--- config.mk ---
export PLATFORM = sky130hd
export DESIGN_NAME = digit_buf
export DESIGN_NICKNAME = d
export VERILOG_FILES = /design/src/rtl/digit_buf_pkg.sv /design/src/rtl/digit_buf_dedup.sv /design/src/rtl/digit_buf.sv
export SDC_FILE = /design/constraint.sdc
export NUM_CORES = 1
export LEC_CHECK = 0
export CAP_MARGIN = 20
export CORE_ASPECT_RATIO = 1.75
export CORE_MARGIN = 5
export CORE_UTILIZATION = 49
export CTS_BUF_LIST = sky130_fd_sc_hd__clkbuf_4
export CTS_CLUSTER_DIAMETER = 100
export CTS_CLUSTER_SIZE = 10
export DETAILED_ROUTE_END_ITERATION = 8
export PLACE_DENSITY = 0.77
export SYNTH_ARGS = -nofsm -noshare
export SYNTH_HDL_FRONTEND = slang
export SYNTH_SLANG_ARGS = --single-unit
--- constraint.sdc ---
create_clock -name clk -period 3 [get_ports clk]
set_input_delay 0.6 -clock clk [delete_from_list [all_inputs] [get_ports clk]]
set_output_delay 0.6 -clock clk [all_outputs]
set_load 0.01 [all_outputs]
--- src/rtl/digit_buf_pkg.sv ---
//==============================================================================
// Module      : digit_buf_pkg
// Description : Shared constants and width helper for the digit FIFO.
// Revision    : 1.0 - initial release
//==============================================================================
`default_nettype none

package digit_buf_pkg;

    localparam logic [7:0] c_IDLE_DEFAULT = 8'hff;

    // Pointer width for a power-of-two depth; count needs one extra bit.
    function automatic int ptr_width(input int depth);
        return (depth <= 2) ? 1 : $clog2(depth);
    endfunction

endpackage

`default_nettype wire

--- src/rtl/digit_buf_dedup.sv ---
//==============================================================================
// Module      : digit_buf_dedup
// Description : Repeat-suppression filter; blocks a held key re-storing its
//               digit until an IDLE (release) code has been seen.
// Revision    : 1.0 - initial release
//==============================================================================
`default_nettype none

module digit_buf_dedup
    import digit_buf_pkg::*;
#(
    parameter int               WIDTH = 8,
    parameter logic [WIDTH-1:0] IDLE  = {WIDTH{1'b1}}
) (
    input  logic             clk,
    input  logic             reset,
    input  logic [WIDTH-1:0] digit_in,
    input  logic             flag_in,
    input  logic             store,
    output logic             accept
);

    logic [WIDTH-1:0] r_last;
    logic             r_release;

    always_ff @(posedge clk) begin
        if (reset) begin
            r_last    <= IDLE;
            r_release <= 1'b1;
        end else if (store) begin
            r_last    <= digit_in;
            r_release <= 1'b0;
        end else if (flag_in && (digit_in == IDLE)) begin
            r_release <= 1'b1;
        end
    end

    assign accept = flag_in && (digit_in != IDLE) &&
                    (r_release || (digit_in != r_last));

endmodule

`default_nettype wire

--- src/rtl/digit_buf.sv ---
//==============================================================================
// Module      : digit_buf
// Description : DEPTH-entry show-ahead FIFO for decoded DTMF digits with
//               occupancy, full and sticky overflow status. Defining
//               DIGIT_BUF_DEDUP_EN enables held-key repeat suppression.
// Revision    : 1.0 - initial release
//==============================================================================
`default_nettype none

module digit_buf
    import digit_buf_pkg::*;
#(
    parameter int               WIDTH = 8,
    parameter int               DEPTH = 16,
    parameter logic [WIDTH-1:0] IDLE  = {WIDTH{1'b1}}
) (
    input  logic                   clk,
    input  logic                   reset,
    input  logic [WIDTH-1:0]       digit_in,
    input  logic                   flag_in,
    input  logic                   rd_en,
    input  logic                   clr_ovf,
    output logic [WIDTH-1:0]       digit_out,
    output logic                   flag_out,
    output logic                   full,
    output logic [$clog2(DEPTH):0] count,
    output logic                   overflow
);

    localparam int              c_PW         = ptr_width(DEPTH);
    localparam int              c_CW         = c_PW + 1;
    localparam logic [c_CW-1:0] c_FULL_COUNT = c_CW'(DEPTH);
    localparam logic [c_CW-1:0] c_CNT_ONE    = c_CW'(1);
    localparam logic [c_PW-1:0] c_PTR_ONE    = c_PW'(1);

    logic [WIDTH-1:0] r_mem [DEPTH];
    logic [c_PW-1:0]  r_wr_ptr;
    logic [c_PW-1:0]  r_rd_ptr;
    logic [c_CW-1:0]  r_count;
    logic             r_overflow;

    logic w_accept;
    logic w_push;
    logic w_pop;
    logic w_full;
    logic w_empty;

    assign w_full  = (r_count == c_FULL_COUNT);
    assign w_empty = (r_count == '0);
    assign w_pop   = rd_en && !w_empty;
    // A full buffer still takes a write when a pop frees a slot this cycle.
    assign w_push  = w_accept && (!w_full || w_pop);

`ifdef DIGIT_BUF_DEDUP_EN
    digit_buf_dedup #(
        .WIDTH (WIDTH),
        .IDLE  (IDLE)
    ) u_dedup (
        .clk      (clk),
        .reset    (reset),
        .digit_in (digit_in),
        .flag_in  (flag_in),
        .store    (w_push),
        .accept   (w_accept)
    );
`else
    assign w_accept = flag_in && (digit_in != IDLE);
`endif

    always_ff @(posedge clk) begin
        if (w_push) begin
            r_mem[r_wr_ptr] <= digit_in;
        end
    end

    always_ff @(posedge clk) begin
        if (reset) begin
            r_wr_ptr   <= '0;
            r_rd_ptr   <= '0;
            r_count    <= '0;
            r_overflow <= 1'b0;
        end else begin
            if (w_push) begin
                r_wr_ptr <= r_wr_ptr + c_PTR_ONE;
            end
            if (w_pop) begin
                r_rd_ptr <= r_rd_ptr + c_PTR_ONE;
            end
            case ({w_push, w_pop})
                2'b10:   r_count <= r_count + c_CNT_ONE;
                2'b01:   r_count <= r_count - c_CNT_ONE;
                default: r_count <= r_count;
            endcase
            if (w_accept && w_full && !w_pop) begin
                r_overflow <= 1'b1;
            end else if (clr_ovf) begin
                r_overflow <= 1'b0;
            end
        end
    end

    assign digit_out = w_empty ? IDLE : r_mem[r_rd_ptr];
    assign flag_out  = !w_empty;
    assign full      = w_full;
    assign count     = r_count;
    assign overflow  = r_overflow;

endmodule

`default_nettype wire

# Word level (Yosys, flattened, before mapping)
# Memories as Yosys holds them, arrays and structs flattened. A register that Yosys moved wholly into a read port is not among the register bits.
# Cells that the tools add are included.
# W data, S select, Z words.
[word_totals]
ff_bits = 14
ramBits = 128
out_inout_bits = 16
memories = 1
[memory_table]
columns = ["name", "depth", "word_bits", "read_ports", "rd_ports_with_merged_regs", "wr", "line", "text"]
rows = [
  ["r_mem", 16, 8, 1, 1, 1, "digit_buf.sv:36", "logic [WIDTH-1:0] r_mem [DEPTH];"],
]
[op_classes]
n_addsub = 4
eq_ne = 4
muxes = 8
reduce_logical = 12
[op_table]
columns = ["cell", "n"]
rows = [
  ["$pmux W5 S2", 1],
  ["$add A4 B1 Y4 const B", 2],
  ["$mux W4", 2],
  ["$mux W8", 1],
  ["$ne A8 B8 Y1 const B", 1],
  ["$add A5 B1 Y5 const B", 1],
  ["$eq A5 B5 Y1 const B", 1],
  ["$logic_and A1 B1 Y1", 5],
  ["$logic_not A5 Y1", 1],
  ["$sub A5 B1 Y5 const B", 1],
  ["$mux W1", 4],
  ["$reduce_bool A2 Y1", 2],
  ["$logic_not A1 Y1", 3],
  ["$eq A2 B1 Y1 const B", 1],
  ["$eq A2 B2 Y1 const B", 1],
  ["$logic_or A1 B1 Y1", 1],
]

# Longest topological paths before layout
[logic_depth]
word_depth = 7
depth_mapped = 10
depth_no_buf = 10

# Worst setup path after synthesis
# OpenSTA, ideal clock, no wires.
[synth_path]
kind = "input port to flip-flop"
start = "in rd_en"
end = "reg r_count[4] (netlist: count[4])"
setup_time_ns = 0.121
arrival_ns = 2.388
t_required_ns = 2.879
setup_slack_ns = 0.490
stages = 10
n_path_buf = 0
path_cell_list = "inv_1 -> a21oi_1 -> nand2_1 -> clkinv_1 -> ha_1 -> nor2b_1 -> o21ai_0 -> a21oi_1 -> a32o_1 -> mux2_4"
[synth_via]
elab_chain_len = 5
word_cells_on_any_way = 7
[synth_rtl]
columns = ["element", "line", "text"]
rows = [
  ["start: declaration", "digit_buf.sv:21", "input logic rd_en,"],
  ["$logic_and A1 B1 Y1 (*)", "digit_buf.sv:50", "assign w_pop = rd_en && !w_empty;"],
  ["$logic_or A1 B1 Y1", "digit_buf.sv:52", "assign w_push = w_accept && (!w_full || w_pop);"],
  ["$logic_and A1 B1 Y1", "digit_buf.sv:52", ""],
  ["$eq A2 B1 Y1 / $eq A2 B2 Y1 (equally long branches)", "digit_buf.sv:89", "case ({w_push, w_pop})"],
  ["$pmux W5 S2 / $reduce_bool A2 Y1 (equally long branches)", "n/a", ""],
  ["end signal: assignment", "digit_buf.sv:90", "2'b10: r_count <= r_count + c_CNT_ONE;"],
  ["end signal: assignment", "digit_buf.sv:91", "2'b01: r_count <= r_count - c_CNT_ONE;"],
  ["end signal: assignment", "digit_buf.sv:92", "default: r_count <= r_count;"],
  ["end: declaration", "digit_buf.sv:39", "logic [c_CW-1:0] r_count;"],
]
# Mark *: on every way between the ends. The rest lies on a longest branch, timed or not.
# A chain may end at the register's enable or synchronous reset.

==> impl_metrics.tcl <==
set metrics [dict create \
    final.fill_count 892 \
    skew_ns 0.0181 \
    totalPowerFinal_mw 5.03 \
    synth_cells 308 \
    cts.clk_slew.worst_paths_ns 0.13 \
    synthAdderAreaFrac_pct 2.02 \
    multi_input_area_mm2 0.00157 \
    slowest_delay_ns 0.50 \
    drive_gt1_share_pct 32.2 \
    holdBufCountCts 0 \
    synth.area.mux_share_pct 17.4 \
    viasPerCell 5.48 \
    async_flop_share_pct 0 \
    slew_violations 0 \
    cp-start-kind "register" \
    setup-tns-final_ns -1.08 \
    synth_top_area_share_pct 64.5 \
    synth-seq-area-share_pct 70.6 \
    synth_simple_gate_area_share_pct 5.08 \
    cts_buffers 17 \
    clock_latency_ns 0.53 \
    failed_checks "negative setup slack" \
    cts_root_buffer "clkbuf_4" \
    end_kind "output port" \
    synth_enable_flop_cells 128 \
    holdWs_ns 0.496 \
    arrival_ns 2.59 \
    antenna_found_initial 1 \
    synth-compound-area-share_pct 1.39 \
    synth.largest_area_cell "edfxtp_1" \
    synth-xor-area-share_pct 1.32 \
    final_common_cell "edfxtp_1" \
    drt_iter0_markers 223 \
    placed_area_mm2 0.00672 \
    dpl.hpwl_um 8470 \
    max_freq_mhz 314 \
    core_mm2 0.0120 \
    grt_pass1_vias 3295 \
    cp.required_ns 2.40 \
    routed_wl_um 12400 \
    ys_ff_latch 146 \
    grt_pass1_wl_um 19400 \
    setup_viol 8 \
    vias 3138 \
    fin_crit_ns 3.19 \
    cts_sinks 146 \
    hp-class "reg -> reg" \
    pin_count 29 \
    drc 0 \
    portBuffers 28 \
    grt_max_degree 33 \
    crit_slowest_cell "mux4_2" \
    synth_area_leaders "edfxtp_1 (65%), mux4_1 (9.7%), mux4_2 (6.8%)" \
    yosysUniqueCellTypes 34 \
    grtUsageTotal_pct 18.7 \
    clockBufferDepth 2 \
    syn_avg_cell_area_um2 19.3 \
    cts_tree "built" \
    rows 53 \
    ir_drop_mv 0.484 \
    die-area_mm2 0.0145 \
    fin_nets 416 \
    globalRouteOverflowTotal 0 \
    die_w_um 93.3 \
    dr.pass1.iters 4 \
    post-route-period-util_pct 106 \
    ys_warn_count 0 \
    cellPowerDensity_mw_per_mm2 720 \
    path_max_fanout 6 \
    area_delta_synth_final_pct 17.4 \
    die_h_um 156 \
    fin_ws_ns -0.186 \
    ys.flop_type "edfxtp_1" \
    slew_headroom_pct 60.0 \
    synth_fp_nets 330 \
    synth_top_family_by_area "multiplexers" \
    gp_congestion 0.802 \
    seqCellArea_mm2 0.00421 \
    final_area_mm2 0.00699 \
    rsz0062_at_grt "true" \
    start_util_pct 49.6 \
    worstSetupPathType "reg -> out" \
    cap_viol_max_count 0 \
    htree_levels 4 \
    wl_per_cell_um 21.7 \
    status "finished with violations" \
    p_leak_nw 2.33 \
    cp_cell_sequence "buf_6 > buf_8 > buf_6 > mux4_2 > mux4_2 > or2_1 > buf_2" \
    hold_viol 0 \
    place_ws_ns -0.172 \
    mostFrequentLayoutCells "edfxtp_1 (128), buf_4 (42), mux4_2 (33)" \
    tightest_slew_ns 0.583 \
    syn_area_mm2 0.00596 \
    final_antenna_net_count 0 \
]
-- cells in the mapped netlist, drive strengths merged, types with 2 or more instances --
master,instances
o21ai,3
mux2i,4
nand4,3
nand3,3
edfxtp,128
nand2b,3
ha,8
dfxtp,18
or2,8
clkbuf,4
inv,8
nor3,6
nor2,28
a21oi,7
buf,9
xor2,3
mux4,40
nand2,8
nor2b,2
xnor2,6
-- routing by layer --
layer / vias up / global-route usage [%] / part of all wire, %
li1: 1403 / - / -
met1: 1597 / 22.1 / 36
met2: 119 / 33.0 / 55
met3: 19 / 4.05 / 6.0
met4: 0 / 7.55 / 2.8
met5: - / 0 / 0
-- registers in the layout (all words and copies together), names as in the netlist, named ones only --
name and flops:
r_mem 128, r_rd_ptr 4, r_wr_ptr 4, overflow 1, count 5
-- stage by stage --
stage / utilization (%) / std cells
2_1_floorplan: - / 308
3_3_place_gp: 56.0 / 533
3_5_place_dp: 56.0 / 533
4_1_cts: 58.2 / 572
5_1_grt: 58.3 / 573
6_report: 58.3 / 573
-- power breakdown --
| group | internal [mW] | switching [mW] |
|---|---|---|
| Combinational | 0.883 | 0.669 |
| Sequential | 2.30 | 0.0774 |
| Clock | 0.354 | 0.750 |
| Total | 3.54 | 1.50 |
-- cell families (layout without fill, tap and decap cells) --
kind of cell | Yosys count | after routing
flops | 146 | 146
simple gates | 63 | 63
mux | 45 | 45
buf+inv | 22 | 121
compound gates | 14 | 14
fa+ha+maj | 9 | 9
xor+xnor | 9 | 9
other cells | 0 | 1
-- worst max-delay path, delay by kind of cell (launching register included) --
family	cells	cell delay, ns
buffers and inverters	4	0.50
DFF	1	0.40
and+or+nand+nor	1	0.21
muxes	2	0.97
-- area by class of cell --
cell class / count / share of cell area [%]
diodes: 1 / 0.0358
clock buffers: 17 / 1.82
clock inverters: 15 / 1.81
inverters: 9 / 0.483
multi-input cells: 140 / 22.4
flip-flops and latches: 146 / 60.2
well taps: 165 / 2.95
repair buffers: 80 / 10.3
-- repair_timing --
item	in CTS	in global routing
endpoints found under the hold margin	0	0
resized for setup	53	7
endpoints found under the setup margin	8	9
buffers inserted	6	0
cloned	1	0
pin swaps	0	0
-- worst paths after layout --
check                                    end  slack (ns)      from  depth (start not counted)
worst min register to register      overflow        0.50  overflow                          2
worst max-delay path            digit_out[7]       -0.19  register                          7
worst min-delay path                overflow        0.50  overflow                          2
worst max register to register      count[4]        0.46  count[0]                         10
Power figures use the tool's default switching activity.
